===== config.mk =====
export PLATFORM = sky130hd
export DESIGN_NAME = rotation_scheduler
export DESIGN_NICKNAME = d
export VERILOG_FILES = /design/src/rtl/rot_pkg.sv /design/src/rtl/rr_arbiter.sv /design/src/rtl/rotation_scheduler.sv
export SDC_FILE = /design/constraint.sdc
export NUM_CORES = 1
export LEC_CHECK = 0
export ABC_AREA = 1
export CORE_MARGIN = 5
export CORE_UTILIZATION = 64
export CTS_BUF_LIST = sky130_fd_sc_hd__clkbuf_4 sky130_fd_sc_hd__clkbuf_8
export CTS_CLUSTER_DIAMETER = 80
export DETAILED_ROUTE_END_ITERATION = 16
export PLACE_DENSITY = 0.9
export REMOVE_ABC_BUFFERS = 1
export SLEW_MARGIN = 20
export SYNTH_ARGS = -nofsm -noshare
export SYNTH_HDL_FRONTEND = slang
export SYNTH_SLANG_ARGS = --single-unit

===== constraint.sdc =====
create_clock -name clk -period 30 [get_ports clk]
set_input_delay 7.5 -clock clk [delete_from_list [all_inputs] [get_ports clk]]
set_output_delay 7.5 -clock clk [all_outputs]
set_load 0.01 [all_outputs]

===== src/rtl/rot_pkg.sv =====
// Shared types and constants for the rotation scheduler.
package rot_pkg;

  typedef enum logic [2:0] {
    IDLE,
    ADDR,
    WAIT,
    CALC,
    DONE
  } state_t;

  localparam int ANGLE_MIN  = 32;
  localparam int ANGLE_SPAN = 448;
  localparam int QUARTER    = 112;
  localparam int SCALE      = 1000;

  typedef logic [9:0] coord_t;

  // Fold an offset angle into the ROM address range [0, ANGLE_SPAN).
  function automatic logic [8:0] span_mod(input logic [10:0] v);
    return 9'(v % 11'(ANGLE_SPAN));
  endfunction

endpackage


===== src/rtl/rr_arbiter.sv =====
// Round-robin selector: first set request at or after rr_ptr, wrapping.
module rr_arbiter #(
  parameter int NUM_REQ = 4,
  parameter int SEL_W   = (NUM_REQ > 1) ? $clog2(NUM_REQ) : 1
) (
  input  logic [NUM_REQ-1:0] req,
  input  logic [SEL_W-1:0]   rr_ptr,
  input  logic               enable,
  output logic [NUM_REQ-1:0] grant,
  output logic [2:0]         id
);

  localparam int IW = SEL_W + 1;

  logic [IW-1:0] idx;
  logic          found;

  // Scan requesters starting at the pointer; the first hit wins.
  always_comb begin
    grant = '0;
    id    = '0;
    found = 1'b0;
    idx   = '0;
    for (int k = 0; k < NUM_REQ; k++) begin
      idx = {1'b0, rr_ptr} + IW'(k);
      if (idx >= IW'(NUM_REQ)) begin
        idx = idx - IW'(NUM_REQ);
      end
      if (enable && !found && req[idx[SEL_W-1:0]]) begin
        grant[idx[SEL_W-1:0]] = 1'b1;
        id                    = 3'(idx);
        found                 = 1'b1;
      end
    end
  end

endmodule


===== src/rtl/rotation_scheduler.sv =====
// Shares one sin/cos ROM pair across NUM_REQ requesters, producing one
// circle point per transaction tagged with the requester id.
module rotation_scheduler
  import rot_pkg::*;
#(
  parameter int NUM_REQ = 4
) (
  input  logic                    clk,
  input  logic                    rst,
  input  logic [NUM_REQ-1:0]      req,
  input  logic [NUM_REQ-1:0][9:0] center_x,
  input  logic [NUM_REQ-1:0][9:0] center_y,
  input  logic [NUM_REQ-1:0][9:0] radius,
  input  logic [NUM_REQ-1:0][9:0] angle,
  output logic [NUM_REQ-1:0]      grant,
  output logic [8:0]              cos_addr,
  output logic [8:0]              sin_addr,
  input  logic [9:0]              cos_data,
  input  logic [9:0]              sin_data,
  output logic                    out_valid,
  output logic [2:0]              out_id,
  output logic [9:0]              out_x,
  output logic [9:0]              out_y,
  output logic                    busy
);

  localparam int SEL_W = (NUM_REQ > 1) ? $clog2(NUM_REQ) : 1;

  state_t             state_q, state_d;
  logic [NUM_REQ-1:0] grant_q, grant_d;
  logic [SEL_W-1:0]   rr_ptr_q, rr_ptr_d;
  logic               out_valid_q, out_valid_d;
  logic [2:0]         out_id_q, out_id_d;
  coord_t             out_x_q, out_x_d;
  coord_t             out_y_q, out_y_d;
  logic [8:0]         cos_addr_q, cos_addr_d;
  logic [8:0]         sin_addr_q, sin_addr_d;

  coord_t             cx_q, cx_d;
  coord_t             cy_q, cy_d;
  coord_t             rad_q, rad_d;
  coord_t             ang_q, ang_d;
  logic [2:0]         id_q, id_d;
  logic [1:0]         quad_q, quad_d;
  logic               oor_q, oor_d;
  logic [9:0]         cos_q, cos_d;
  logic [9:0]         sin_q, sin_d;

  coord_t             rel;
  logic [19:0]        prod_x, prod_y;
  coord_t             px, py;

  logic [NUM_REQ-1:0] arb_grant;
  logic [2:0]         arb_id;

  // Which quarter of the circle an offset angle falls into.
  function automatic logic [1:0] quadrant_of(input coord_t r);
    if (r < 10'(QUARTER)) begin
      return 2'd0;
    end else if (r < 10'(2 * QUARTER)) begin
      return 2'd1;
    end else if (r < 10'(3 * QUARTER)) begin
      return 2'd2;
    end
    return 2'd3;
  endfunction

  // Signed offset applied with plain modulo-1024 wrap, no saturation.
  function automatic coord_t wrap_offset(input coord_t base, input coord_t off,
                                         input logic neg);
    return neg ? coord_t'(base - off) : coord_t'(base + off);
  endfunction

  rr_arbiter #(
    .NUM_REQ(NUM_REQ),
    .SEL_W  (SEL_W)
  ) u_arb (
    .req   (req),
    .rr_ptr(rr_ptr_q),
    .enable(state_q == IDLE),
    .grant (arb_grant),
    .id    (arb_id)
  );

  // Magnitudes from ROM are unsigned; quadrant decides the sign later.
  assign prod_x = 20'(rad_q) * 20'(cos_q);
  assign prod_y = 20'(rad_q) * 20'(sin_q);
  assign px     = 10'(prod_x / 20'(SCALE));
  assign py     = 10'(prod_y / 20'(SCALE));

  // Next-state and datapath decode for the five-step transaction.
  always_comb begin
    state_d     = state_q;
    grant_d     = '0;
    rr_ptr_d    = rr_ptr_q;
    out_valid_d = 1'b0;
    out_id_d    = out_id_q;
    out_x_d     = out_x_q;
    out_y_d     = out_y_q;
    cos_addr_d  = cos_addr_q;
    sin_addr_d  = sin_addr_q;
    cx_d        = cx_q;
    cy_d        = cy_q;
    rad_d       = rad_q;
    ang_d       = ang_q;
    id_d        = id_q;
    quad_d      = quad_q;
    oor_d       = oor_q;
    cos_d       = cos_q;
    sin_d       = sin_q;
    rel         = ang_q - 10'(ANGLE_MIN);

    case (state_q)
      IDLE: begin
        if (|req) begin
          grant_d = arb_grant;
          id_d    = arb_id;
          for (int i = 0; i < NUM_REQ; i++) begin
            if (arb_grant[i]) begin
              cx_d  = center_x[i];
              cy_d  = center_y[i];
              rad_d = radius[i];
              ang_d = angle[i];
            end
          end
          state_d = ADDR;
        end
      end
      ADDR: begin
        cos_addr_d = span_mod({1'b0, rel});
        sin_addr_d = span_mod({1'b0, rel} + 11'(QUARTER));
        quad_d     = quadrant_of(rel);
        oor_d      = (ang_q < 10'(ANGLE_MIN)) ||
                     (ang_q > 10'(ANGLE_MIN + ANGLE_SPAN - 1));
        state_d    = WAIT;
      end
      WAIT: begin
        state_d = CALC;
      end
      CALC: begin
        // Capture both ROM words from the same address cycle.
        cos_d   = cos_data;
        sin_d   = sin_data;
        state_d = DONE;
      end
      DONE: begin
        out_valid_d = 1'b1;
        out_id_d    = id_q;
        if (oor_q) begin
          out_x_d = wrap_offset(cx_q, rad_q, 1'b0);
          out_y_d = cy_q;
        end else begin
          out_x_d = wrap_offset(cx_q, px, (quad_q == 2'd1) || (quad_q == 2'd2));
          out_y_d = wrap_offset(cy_q, py, quad_q[1]);
        end
        rr_ptr_d = (id_q == 3'(NUM_REQ - 1)) ? '0 : SEL_W'(id_q + 3'd1);
        state_d  = IDLE;
      end
      default: begin
        state_d = IDLE;
      end
    endcase
  end

  // Control and visible outputs: cleared by reset, aborting any transaction.
  always_ff @(posedge clk) begin
    if (rst) begin
      state_q     <= IDLE;
      grant_q     <= '0;
      rr_ptr_q    <= '0;
      out_valid_q <= 1'b0;
      out_id_q    <= '0;
      out_x_q     <= '0;
      out_y_q     <= '0;
      cos_addr_q  <= '0;
      sin_addr_q  <= '0;
    end else begin
      state_q     <= state_d;
      grant_q     <= grant_d;
      rr_ptr_q    <= rr_ptr_d;
      out_valid_q <= out_valid_d;
      out_id_q    <= out_id_d;
      out_x_q     <= out_x_d;
      out_y_q     <= out_y_d;
      cos_addr_q  <= cos_addr_d;
      sin_addr_q  <= sin_addr_d;
    end
  end

  // Latched operands and intermediate data; only consumed under FSM control.
  always_ff @(posedge clk) begin
    cx_q   <= cx_d;
    cy_q   <= cy_d;
    rad_q  <= rad_d;
    ang_q  <= ang_d;
    id_q   <= id_d;
    quad_q <= quad_d;
    oor_q  <= oor_d;
    cos_q  <= cos_d;
    sin_q  <= sin_d;
  end

  assign grant     = grant_q;
  assign cos_addr  = cos_addr_q;
  assign sin_addr  = sin_addr_q;
  assign out_valid = out_valid_q;
  assign out_id    = out_id_q;
  assign out_x     = out_x_q;
  assign out_y     = out_y_q;
  assign busy      = (state_q != IDLE);

endmodule


Word level (Yosys, flattened, before mapping)
Cells that the tools add are included.
Storage, ports and cells
  input port bits: 186
  bits in registers: 117
  logic and storage cells: 154
Cells by class
  div/mod/pow operators: 4
  reduce and logical (&&, ||, !) cells: 23
  multipliers: 2
  $add $sub $neg: 15
  $lt $le $gt $ge: 17
  eq/ne operators: 8
  bitwise operators: 5
  multiplexer cells: 62
Operators with widths (number)
  two-way mux 10 bit: 20
  divider 20 x 10 -> 20 bit (second input constant): 2
  multiplier 10 x 10 -> 20 bit: 2
  adder 10 bit: 3
  two-way mux 3 bit: 9
  subtractor 10 bit: 2
  two-way mux 1 bit: 16
  two-way mux 4 bit: 4
  < comparator 2 x 3 -> 1 bit (second input constant): 4
  bitwise OR 4 bit: 3
  case mux 3 bit (4 select lines): 1
  adder 10 x 7 -> 11 bit (second input constant): 1
  logical AND 1 bit: 11
  remainder unit 10 x 9 -> 11 bit (second input constant): 1
  remainder unit 11 x 9 -> 11 bit (second input constant): 1
  greater-than comparator 10 x 9 -> 1 bit (second input constant): 1
  < comparator 10 x 6 -> 1 bit (second input constant): 1
  < comparator 10 x 7 -> 1 bit (second input constant): 1
  < comparator 10 x 8 -> 1 bit (second input constant): 1
  < comparator 10 x 9 -> 1 bit (second input constant): 1
  subtractor 10 x 6 -> 10 bit (second input constant): 1
  equality test 3 x 2 -> 1 bit (second input constant): 3
  >= comparator 3 bit (second input constant): 3
  subtractor 3 bit (second input constant): 3
  other kinds (24): 41

Logic depth before layout (Yosys ltp)
  word-level depth: 22
  mapped depth: 110
  gate-level depth less buffers: 108

Hierarchy
Synthesis repeated with hierarchy kept, for this count alone.
Second synthesis, totals
  cell total of the unflattened synthesis: 2846
  area, all modules: 19209.7 um^2
Modules (own cells, without submodules)
  rotation_scheduler: cells each 2757, instances 1, area an instance 18670.4 um^2
  rr_arbiter: cells each 89, instances 1, area an instance 539.3 um^2

Least setup slack after synthesis
OpenSTA, ideal clock, no wires.
  path kind: register -> register
  start point: register rad_q[0]
  end point: register out_y_q[9], in the netlist out_y[9]
  required time: 29.891 ns
  buffers on the path: 3
  slack: 17.583 ns
  arrival: 12.308 ns
  stages on the path, launching flop included: 93
  path through: edfxtp_1 -> clkbuf_1 -> buf_1 -> nand2_1 -> fa_1 -> fa_1 -> inv_1 -> fa_1 -> inv_1 -> fa_1 -> fa_1 -> inv_1 -> ha_1 -> nand2_1 -> o21ai_0 -> nand2_1 -> nand3_1 -> nand2_1 -> (+57 left out) -> o21ai_0 -> ha_1 -> nand2_1 -> nor2_1 -> a211oi_1 -> o21bai_1 -> a21oi_1 -> o31ai_1 -> a21oi_1 -> o21bai_1 -> xor2_1 -> inv_1 -> nand3_1 -> nand3_1 -> nand2_1 -> nand3_1 -> nand2_1 -> inv_1
Between the ends
  longest elaborated chain between the ends: 5
RTL lines
  start: declaration: line rotation_scheduler.sv:41  | coord_t rad_q, rad_d;
  start signal: assignment: line rotation_scheduler.sv:194  | rad_q <= rad_d;
  multiplier 10 x 10 -> 20 bit *: line rotation_scheduler.sv:87  | assign prod_y = 20'(rad_q) * 20'(sin_q);
  divider 20 x 10 -> 20 bit *: line rotation_scheduler.sv:89  | assign py = 10'(prod_y / 20'(SCALE));
  adder 10 bit or subtractor 10 bit (tied branches): line rotation_scheduler.sv:71  | return neg ? coord_t'(base - off) : coord_t'(base + off);
  two-way mux 10 bit *: line rotation_scheduler.sv:71
  two-way mux 10 bit *: line rotation_scheduler.sv:149  | if (oor_q) begin
  end signal: assignment: line rotation_scheduler.sv:184  | out_y_q <= out_y_d;
  end: declaration: line rotation_scheduler.sv:35  | coord_t out_y_q, out_y_d;
Mark *: on every way between the ends. The rest lies on a longest branch, timed or not.
A chain may end at the register's enable or synchronous reset.

Worst setup path in the final report
  start point: register rad_q[6]
  end point: register out_y_q[9], in the netlist out_y[9]
The elaborated chain is that of the path after synthesis.

==> flow_summary.yaml <==
critical_path:
  crit_top_cell: "nand2_1"
  end_kind: "flip-flop"
  worstPathArrival_ns: 14.90
  reg2reg_to: "out_y[9]"
  worst_setup_path_start_kind: "flip-flop"
  path_class: "reg2reg"
  cpMaxStageDelayCell: "edfxtp_1"
  r2r_start: "rad_q[6]"
  worst-r2r-cell-count: 92
  regToRegSetupSlack_ns: 15.46
  slowest_delay_ns: 1.02
  cp_max_fo: 21
  cp_data_required_time_ns: 30.36
synthesis:
  syn_area_per_cell_um2: 6.51
  async_flop_share_pct: 0
  synth-edff-count: 66
  synth_cell_types: 64
  synthTopCellsByArea: "nand2_1 16%, fa_1 13%, edfxtp_1 10%"
  netlist_instances: 2919
  yosysWarningCount: 0
  mappedNetlistArea_um2: 19000
  synth.ff_latch_count: 114
  synth_top_area_share_pct: 15.9
  yosysTopAreaCell: "nand2_1"
  yosysSeqAreaShare_pct: 15.5
  ys.flop_type: "edfxtp_1"
sta:
  skew_ns: 0.0177
  worst_pin_slew_ns: 1.01
  rsz0062_at_grt: "false"
  timing.slew.headroom_pct: 33.0
  hold_viol_final: 0
  layout_min_cycle_time_ns: 14.54
  drv_slew: 0
  clock.fmax_mhz: 68.8
  final-setup-viol-count: 0
  fin_crit_sh_pct: 48.5
  tns_ns: 0
clock_tree:
  cts_tree: "built"
  cts-buffers-inserted: 17
  postCtsHoldBufs: 0
  cts.path.max_buffers: 2
  clkTransAtPathRegs_ns: 0.08
  clock_latency_ns: 0.47
  postCtsSetupBuffers: 0
  cts_sinks: 114
  clk_root_buffer_cell: "clkbuf_8"
  post_cts_resized: 0
  htreeDepth: 4
routing:
  postRouteAntennaNets: 0
  initialDrtViolationCount: 1666
  viasPerCell: 5.55
  drc_errors: 0
  wirelength_um: 53900
  drtPass1Iterations: 6
  post_drt_wl_per_cell_um: 15.4
  num_vias: 19400
grt:
  grt_pass1_vias: 19200
  grt-ovfl-total: 0
  antenna_found_initial: 2
  grt_max_degree: 83
  grt_usage_pct: 32.0
  grt_pass1_wl_um: 89200
die:
  dieArea_um2: 33200
  start_util_pct: 64.4
  rows: 63
  coreArea_um2: 29500
  die_w_um: 182
  die_h_um: 182
  ioPinCount: 233
layout:
  finalNonFillerCells: 3503
  drive_above_1_share_pct: 8.97
  syn2layout_area_growth_pct: 16.0
  nets: 3553
  final_cell_mix: "806 x nand2_1, 496 x inv_1, 291 x nor2_1"
  final_common_cell: "nand2_1"
worst_hold_path:
  hold_path_class: "reg2reg"
  min_from: "out_y[5]"
  hold_path_end: "out_y[5]"
  whs_path_depth: 2
outcome:
  status: "completed"
place:
  dpl.cell_count: 3469
  hpwl_um: 43000
  gp_congestion: 0.992
  portBuffers: 232
job:
  maxCapViolations: 0
-- worst max-delay path: cells and delay by family, from the launching register on --
kind            cells  cell delay [ns]
xor+xnor            2             0.38
fa+ha+maj           8             3.50
flops               1             1.02
simple gates       59             7.02
buf+inv            13             0.84
compound gates     10             1.70
-- kinds of logic (layout without fill, tap and decap cells) --
logic type / after synthesis / count (layout) / share of synthesized area [%]
AND/OR/NAND/NOR: 1478 / 1478 / 35.0
buffers and inverters: 641 / 834 / 12.8
AO/OA/AOI/OAI: 343 / 343 / 10.6
adder cells (fa/ha/maj): 268 / 268 / 22.6
flip-flops: 114 / 114 / 15.5
XOR/XNOR: 75 / 75 / 3.56
other: 0 / 1 / 0
-- synthesized netlist by cell type, drive strengths merged (3+ instances only) --
cell type and count:
nand2 888, inv 552, nor2 330, nand3 197, o21ai 147, ha 142
fa 126, a21oi 95, clkbuf 73, edfxtp 66, xor2 58, dfxtp 48
a31oi 44, nand4 23, nor3 17, xnor2 17, o21bai 14, buf 11
a21o 9, nand3b 9, o211ai 8, o31ai 8, and2 6, clkinv 5
or2 4, a21boi 3, a221oi 3
-- through the flow --
| stage | hold WS (ns) | worst slack, ns | cell area, um^2 | util (%) |
|---|---|---|---|---|
| final | 0.486 | 15.46 | 22000 | 74.7 |
| after global routing | 0.511 | 14.15 | 22000 | 74.7 |
| after CTS | 0.483 | 15.54 | 22000 | 74.6 |
| after detailed placement | 0.455 | 15.61 | 21600 | 73.2 |
| after global placement | 0.452 | 16.03 | 21600 | 73.2 |
| after floorplan | 0.468 | 13.32 | 18700 | - |
-- sequential cells by signal, summed over array words and instances, names as in the netlist, 4 cells and up --
register / flops
ang_q: 10
cos_q: 10
cx_q: 10
cy_q: 10
out_x: 10
out_y: 10
rad_q: 10
sin_q: 10
cos_addr: 9
sin_addr: 6
grant: 4
-- area by class of cell --
type | count | area [um^2]
repair buffers | 245 | 2420
fillers | 2279 | 7460
multi-input cells | 2164 | 13700
clock buffers | 17 | 234
well taps | 390 | 488
clock inverters | 15 | 176
flip-flops and latches | 114 | 2940
diodes | 1 | 2.50
inverters | 557 | 2090
-- how the worst max path moves through the flow --
stage | from | end | slack [ns]
6_report | rad_q[6] | out_y[9] | 15.46
5_1_grt | rad_q[6] | out_y[9] | 14.15
4_1_cts | rad_q[6] | out_y[9] | 15.54
3_5_place_dp | rad_q[6] | out_y[9] | 15.61
3_3_place_gp | rad_q[6] | out_y[9] | 16.03
2_1_floorplan | req[2] | ang_q[0] | 13.32
-- layer usage --
| layer | routed length (um) | part of all wire, % | vias up | global-route usage, % |
|---|---|---|---|---|
| li1 | - | - | 9445 | - |
| met1 | 21400 | 40 | 8985 | 39.4 |
| met2 | 26500 | 49 | 872 | 56.5 |
| met3 | 4090 | 7.6 | 144 | 5.48 |
| met4 | 1900 | 3.5 | 2 | 11.3 |
| met5 | 13 | 0.024 | - | 0 |
Power is not shown: default switching activity piles up to over one toggle a cycle in this logic, so the estimate is an artifact.
